--- src/rtl/uart_pkg.sv ---
// Shared types for the board UART transmit and receive paths.
//   tx_state_t : transmit handshake FSM states
//   byte_t     : one UART data byte
package uart_pkg;

    typedef logic [7:0] byte_t;

    typedef enum logic [2:0] {
        TX_IDLE,
        TX_SETUP,
        TX_STROBE,
        TX_WAIT_ACK,
        TX_WAIT_RDY
    } tx_state_t;

endpackage

--- src/rtl/byte_fifo.sv ---
// Small synchronous byte FIFO, shared by the tx and rx sides.
// Ports:
//   clk_i    : clock, rising edge
//   rst_i    : synchronous active-high reset (pointers and count only)
//   push_i   : write din_i this cycle (ignored while full)
//   pop_i    : advance read pointer this cycle (ignored while empty)
//   din_i    : byte to write
//   dout_o   : byte at the head of the FIFO (valid while !empty_o)
//   full_o   : DEPTH bytes held
//   empty_o  : no bytes held
//   count_o  : number of bytes held, 0..DEPTH
module byte_fifo
    import uart_pkg::*;
#(
    parameter int DEPTH = 4
) (
    input  logic                   clk_i,
    input  logic                   rst_i,
    input  logic                   push_i,
    input  logic                   pop_i,
    input  byte_t                  din_i,
    output byte_t                  dout_o,
    output logic                   full_o,
    output logic                   empty_o,
    output logic [$clog2(DEPTH):0] count_o
);

    localparam int PTR_W = $clog2(DEPTH);

    byte_t            mem_q [DEPTH];
    logic [PTR_W-1:0] wr_ptr_q;
    logic [PTR_W-1:0] rd_ptr_q;
    logic [PTR_W:0]   count_q;
    logic             do_push;
    logic             do_pop;

    assign full_o  = (count_q == (PTR_W+1)'(DEPTH));
    assign empty_o = (count_q == '0);
    assign count_o = count_q;
    assign dout_o  = mem_q[rd_ptr_q];

    assign do_push = push_i && !full_o;
    assign do_pop  = pop_i && !empty_o;

    // Pointers are exactly log2(DEPTH) bits, so they wrap without extra logic.
    always_ff @(posedge clk_i) begin
        if (rst_i) begin
            wr_ptr_q <= '0;
            rd_ptr_q <= '0;
            count_q  <= '0;
        end else begin
            if (do_push) wr_ptr_q <= wr_ptr_q + 1'b1;
            if (do_pop)  rd_ptr_q <= rd_ptr_q + 1'b1;
            case ({do_push, do_pop})
                2'b10:   count_q <= count_q + 1'b1;
                2'b01:   count_q <= count_q - 1'b1;
                default: count_q <= count_q;
            endcase
        end
    end

    // Storage carries no reset; stale entries are unreachable once the pointers clear.
    always_ff @(posedge clk_i) begin
        if (do_push) mem_q[wr_ptr_q] <= din_i;
    end

endmodule

--- src/rtl/uart_tx_driver.sv ---
// Transmit-side driver for the board UART port. Bytes pushed by user logic
// are queued in a byte_fifo and handed to the host one at a time using a
// txdata/txclk strobe paced by txready.
// Ports:
//   hz100    : system clock, rising edge
//   reset    : synchronous active-high reset
//   push/din : enqueue a byte
//   full     : FIFO holds DEPTH bytes
//   empty    : FIFO holds no bytes
//   overflow : sticky, a push arrived while full (byte dropped)
//   busy     : handshake FSM not idle
//   sent_cnt : bytes handed to the host, wraps at 256
//   txdata   : byte presented to the host
//   txclk    : host latches txdata while high
//   txready  : host can accept a byte
module uart_tx_driver
    import uart_pkg::*;
#(
    parameter int DEPTH       = 4,
    parameter int STROBE_LEN  = 2,
    parameter int ACK_TIMEOUT = 8
) (
    input  logic       hz100,
    input  logic       reset,
    input  logic       push,
    input  byte_t      din,
    output logic       full,
    output logic       empty,
    output logic       overflow,
    output logic       busy,
    output logic [7:0] sent_cnt,
    output byte_t      txdata,
    output logic       txclk,
    input  logic       txready
);

    localparam int CNT_MAX = (STROBE_LEN > ACK_TIMEOUT) ? STROBE_LEN : ACK_TIMEOUT;
    localparam int CNT_W   = $clog2(CNT_MAX + 1);

    tx_state_t              state_q;
    logic [CNT_W-1:0]       cnt_q;
    byte_t                  txdata_q;
    logic                   txclk_q;
    logic                   busy_q;
    logic [7:0]             sent_cnt_q;
    logic                   overflow_q;
    logic                   overflow_d;

    byte_t                  fifo_dout;
    logic                   fifo_full;
    logic                   fifo_empty;
    logic [$clog2(DEPTH):0] fifo_count;
    logic                   pop;

    // The head byte is taken only when leaving IDLE toward the host.
    assign pop = (state_q == TX_IDLE) && (fifo_count != '0) && txready;

    byte_fifo #(
        .DEPTH (DEPTH)
    ) u_fifo (
        .clk_i   (hz100),
        .rst_i   (reset),
        .push_i  (push),
        .pop_i   (pop),
        .din_i   (din),
        .dout_o  (fifo_dout),
        .full_o  (fifo_full),
        .empty_o (fifo_empty),
        .count_o (fifo_count)
    );

    assign full     = fifo_full;
    assign empty    = fifo_empty;
    assign overflow = overflow_q;
    assign busy     = busy_q;
    assign sent_cnt = sent_cnt_q;
    assign txdata   = txdata_q;
    assign txclk    = txclk_q;

    assign overflow_d = overflow_q || (push && fifo_full);

    always_ff @(posedge hz100) begin
        if (reset) overflow_q <= 1'b0;
        else       overflow_q <= overflow_d;
    end

    // Handshake FSM. cnt_q times the strobe width in STROBE and the ack
    // window in WAIT_ACK; it restarts from zero on entry to either state.
    // txready is not looked at in SETUP/STROBE, so a started strobe always completes.
    always_ff @(posedge hz100) begin
        if (reset) begin
            state_q    <= TX_IDLE;
            cnt_q      <= '0;
            txdata_q   <= '0;
            txclk_q    <= 1'b0;
            busy_q     <= 1'b0;
            sent_cnt_q <= '0;
        end else begin
            case (state_q)
                TX_IDLE: begin
                    if (pop) begin
                        state_q  <= TX_SETUP;
                        txdata_q <= fifo_dout;
                        busy_q   <= 1'b1;
                    end
                end
                TX_SETUP: begin
                    state_q <= TX_STROBE;
                    txclk_q <= 1'b1;
                    cnt_q   <= '0;
                end
                TX_STROBE: begin
                    if (cnt_q == CNT_W'(STROBE_LEN - 1)) begin
                        state_q    <= TX_WAIT_ACK;
                        txclk_q    <= 1'b0;
                        cnt_q      <= '0;
                        sent_cnt_q <= sent_cnt_q + 8'd1;
                    end else begin
                        cnt_q <= cnt_q + 1'b1;
                    end
                end
                TX_WAIT_ACK: begin
                    // A host that never drops txready is assumed to have taken the byte.
                    if (!txready) begin
                        state_q <= TX_WAIT_RDY;
                    end else if (cnt_q == CNT_W'(ACK_TIMEOUT)) begin
                        state_q <= TX_IDLE;
                        busy_q  <= 1'b0;
                    end else begin
                        cnt_q <= cnt_q + 1'b1;
                    end
                end
                TX_WAIT_RDY: begin
                    if (txready) begin
                        state_q <= TX_IDLE;
                        busy_q  <= 1'b0;
                    end
                end
                default: begin
                    state_q <= TX_IDLE;
                    txclk_q <= 1'b0;
                    busy_q  <= 1'b0;
                end
            endcase
        end
    end

endmodule
--- config.mk ---
export PLATFORM = sky130hd
export DESIGN_NAME = uart_tx_driver
export DESIGN_NICKNAME = d
export VERILOG_FILES = /design/src/rtl/uart_pkg.sv /design/src/rtl/byte_fifo.sv /design/src/rtl/uart_tx_driver.sv
export SDC_FILE = /design/constraint.sdc
export NUM_CORES = 1
export LEC_CHECK = 0
export ABC_AREA = 1
export CAP_MARGIN = 25
export CORE_ASPECT_RATIO = 1.1
export CORE_MARGIN = 2
export CORE_UTILIZATION = 45
export DETAILED_ROUTE_END_ITERATION = 8
export PLACE_DENSITY = 0.77
export REMOVE_ABC_BUFFERS = 1
export SLEW_MARGIN = 30
export SYNTH_ARGS = -nofsm -noshare
export SYNTH_HDL_FRONTEND = slang
export SYNTH_SLANG_ARGS = --single-unit
--- constraint.sdc ---
create_clock -name hz100 -period 6 [get_ports hz100]
set_input_delay 1.2 -clock hz100 [delete_from_list [all_inputs] [get_ports hz100]]
set_output_delay 1.2 -clock hz100 [all_outputs]
set_load 0.01 [all_outputs]
==> out/results.txt <==
Status - complete, no violations
Worst clock skew - 0.00542 ns
Seq cells post-synth - 65
GRT busiest layer - met2
Period utilization - 0.519
Placed cells - 419
Max_cap viols - 0
Initial antenna violation count - 0
Setup crit end kind - flip-flop
Arr. time, crit path - 3.34 ns
P&R area growth vs syn - 20.1%
Root Buffer - clkbuf_8
Post-synthesis cell type count - 26
First-pass DRT Iterations - 4
DR WL/cell - 12.3 microns
Synthesized area per cell - 9.09 sq um
Worst-margin pin slew - 0.846 ns
Gpl congestion - 0.782
Power Dens Cells - 403 mW/mm^2
Met1 Use GR - 0.200
RSZ-0062 raised after global routing - false
Initial Util - 0.466
DIE WIDTH - 80.2 microns
Final hold vios - 0
Final wirelength - 5.35 mm
Pin count of the biggest net entering global routing - 22
Final setup TNS - 0 ns
HPWL Detailed - 3.71 mm
Crit path max fanout - 11
Worst hold path class - flip-flop to flip-flop
DRC errors left - 0
Hold Buf Count CTS - 0
Latest clock arrival within the worst-skew pair - 0.34 ns
Final setup viols - 0
Post-synth EDFFs - 32
Layout cells sized above 1 - 0.0901
DIE AREA - 0.00704 sq mm
First-pass GRT wire length - 8.99 mm
GRT Util Overall - 0.169
Via count - 2172
Final instance area - 0.00345 sq mm
Die Y - 87.8 microns
CP Class - input port to flip-flop
Most frequent cells in the layout - nor2_1 (50), nand2_1 (45), inv_1 (38), dfxtp_1 (33)
Ys flop type - dfxtp_1
CTS clk-pin slew, worst paths - 0.07 ns
VDD IR max - 0.239 mV
Commonest non-fill, non-tap cell in the layout - nor2_1
Worst slew margin - 0.434
Number of CTS-inserted buffers - 9
Power Total - 1.39 mW
Post-layout min period - 3.12 ns
# rows - 30
GR Util met3 - 0.0619
Max Fclk - 321 MHz
Area of the core - 0.00616 sq mm
H-tree levels - 3
CTS tree - done
I/O pin total - 33
Global route total overflow - 0
Max Transition Viols Final - 0
Vias in the first global route - 2029
Cell Area, Placed - 0.00324 sq mm
Critical Path RT - 6.22 ns
Setup Fix Bufs, Post-CTS - 0
Routed Antenna Nets - 0
Flop-to-flop setup slack - 3.77 ns
Post-route insts no fill - 435
CP startpoint kind - input port
Vias per cell - 4.99
Initial DRC count - 67
Fillers - 578
Ant. Diodes - 0
Finished Core Util - 0.560
Multi-input logic area - 0.00105 sq mm
Clock buffer depth - 2
Seq/Total Area, Yosys - 0.565
Final net count - 372
Yosys warns - 0
Synth Cell Area - 0.00287 sq mm
Synthesized instance count - 316
Clock Sink Count - 65
Port Buf Inserts - 32
Share of flip-flops with an asynchronous set or reset - 0
Sequential cell area - 0.00162 sq mm
Met2 Use GR - 0.289
Post-CTS sizing - 0
Leak Pwr - 1.32 nW
==> cell usage after synthesis, types with 2 or more instances <==
library cell | count | area, sq um
a21oi_1 | 21 | 105
buf_2 | 2 | 10.0
buf_6 | 2 | 22.5
clkbuf_1 | 4 | 15.0
dfxtp_1 | 33 | 661
edfxtp_1 | 32 | 961
ha_1 | 9 | 113
inv_1 | 38 | 143
nand2_1 | 45 | 169
nand2_2 | 5 | 31.3
nand3_1 | 11 | 55.1
nand3_2 | 4 | 40.0
nand4_1 | 2 | 12.5
nor2_1 | 50 | 188
nor2_2 | 5 | 31.3
o21ai_0 | 32 | 160
o21ai_1 | 5 | 25.0
o22ai_1 | 8 | 50.1
==> power by group <==
part	switching [mW]	internal (mW)
Clock	0.162	0.233
Sequential	0.0580	0.541
Combinational	0.231	0.163
==> registers in the layout, summed over array words and instances (netlist names) <==
name             cells
sent_cnt             8
u_fifo.wr_ptr_q      2
u_fifo.rd_ptr_q      2
txdata               8
cnt_q                4
txclk                1
u_fifo.count_o       3
overflow             1
state_q              3
busy                 1
u_fifo.mem_q        32
==> layer usage <==
| metal | routed length (microns) | part of all wire |
|---|---|---|
| met3 | 220 | 0.041 |
| met5 | 0 | 0 |
| met4 | 54 | 0.010 |
| met2 | 2610 | 0.49 |
| met1 | 2470 | 0.46 |
==> per-stage QoR <==
stage | worst slack [ns] | hold slack (ns)
final | 2.88 | 0.453
after global routing | 2.65 | 0.488
after CTS | 2.91 | 0.455
after detailed placement | 2.56 | 0.444
after global placement | 2.61 | 0.442
after floorplan | 3.37 | 0.444
==> logic make-up after synthesis <==
group,count (synthesis),share of synthesized area
AO/OA/AOI/OAI,68,0.125
XOR/XNOR,2,0.00610
adder cells (fa/ha/maj),10,0.0462
buffers and inverters,47,0.0688
flip-flops,65,0.565
AND/OR/NAND/NOR,124,0.190
==> critical path: stages <==
cell	delay, ns
clkdlybuf4s50_1	0.57
nand2_1	0.11
nor2_2	0.33
ha_1	0.22
inv_1	0.07
fa_1	0.38
a21oi_1	0.14
o21ai_0	0.11
o21ai_0	0.16
a21oi_1	0.05
==> worst paths after layout <==
kind / to / from / cells after the start
setup / recovery: u_fifo.count_o[2] / txready / 10
hold / removal: overflow / overflow / 2
setup reg to reg: u_fifo.count_o[2] / state_q[0] / 10
hold reg to reg: overflow / overflow / 2
==> final cells by class <==
cell class,count,area share
Clock inverter,5,0.0232
Tap cell,80,0.0290
Multi-Input combinational cell,204,0.305
Clock buffer,11,0.0381
Inverter,38,0.0414
Sequential cell,65,0.470
Timing Repair Buffer,32,0.0929
Note: power is estimated with default switching activity, not from simulation.
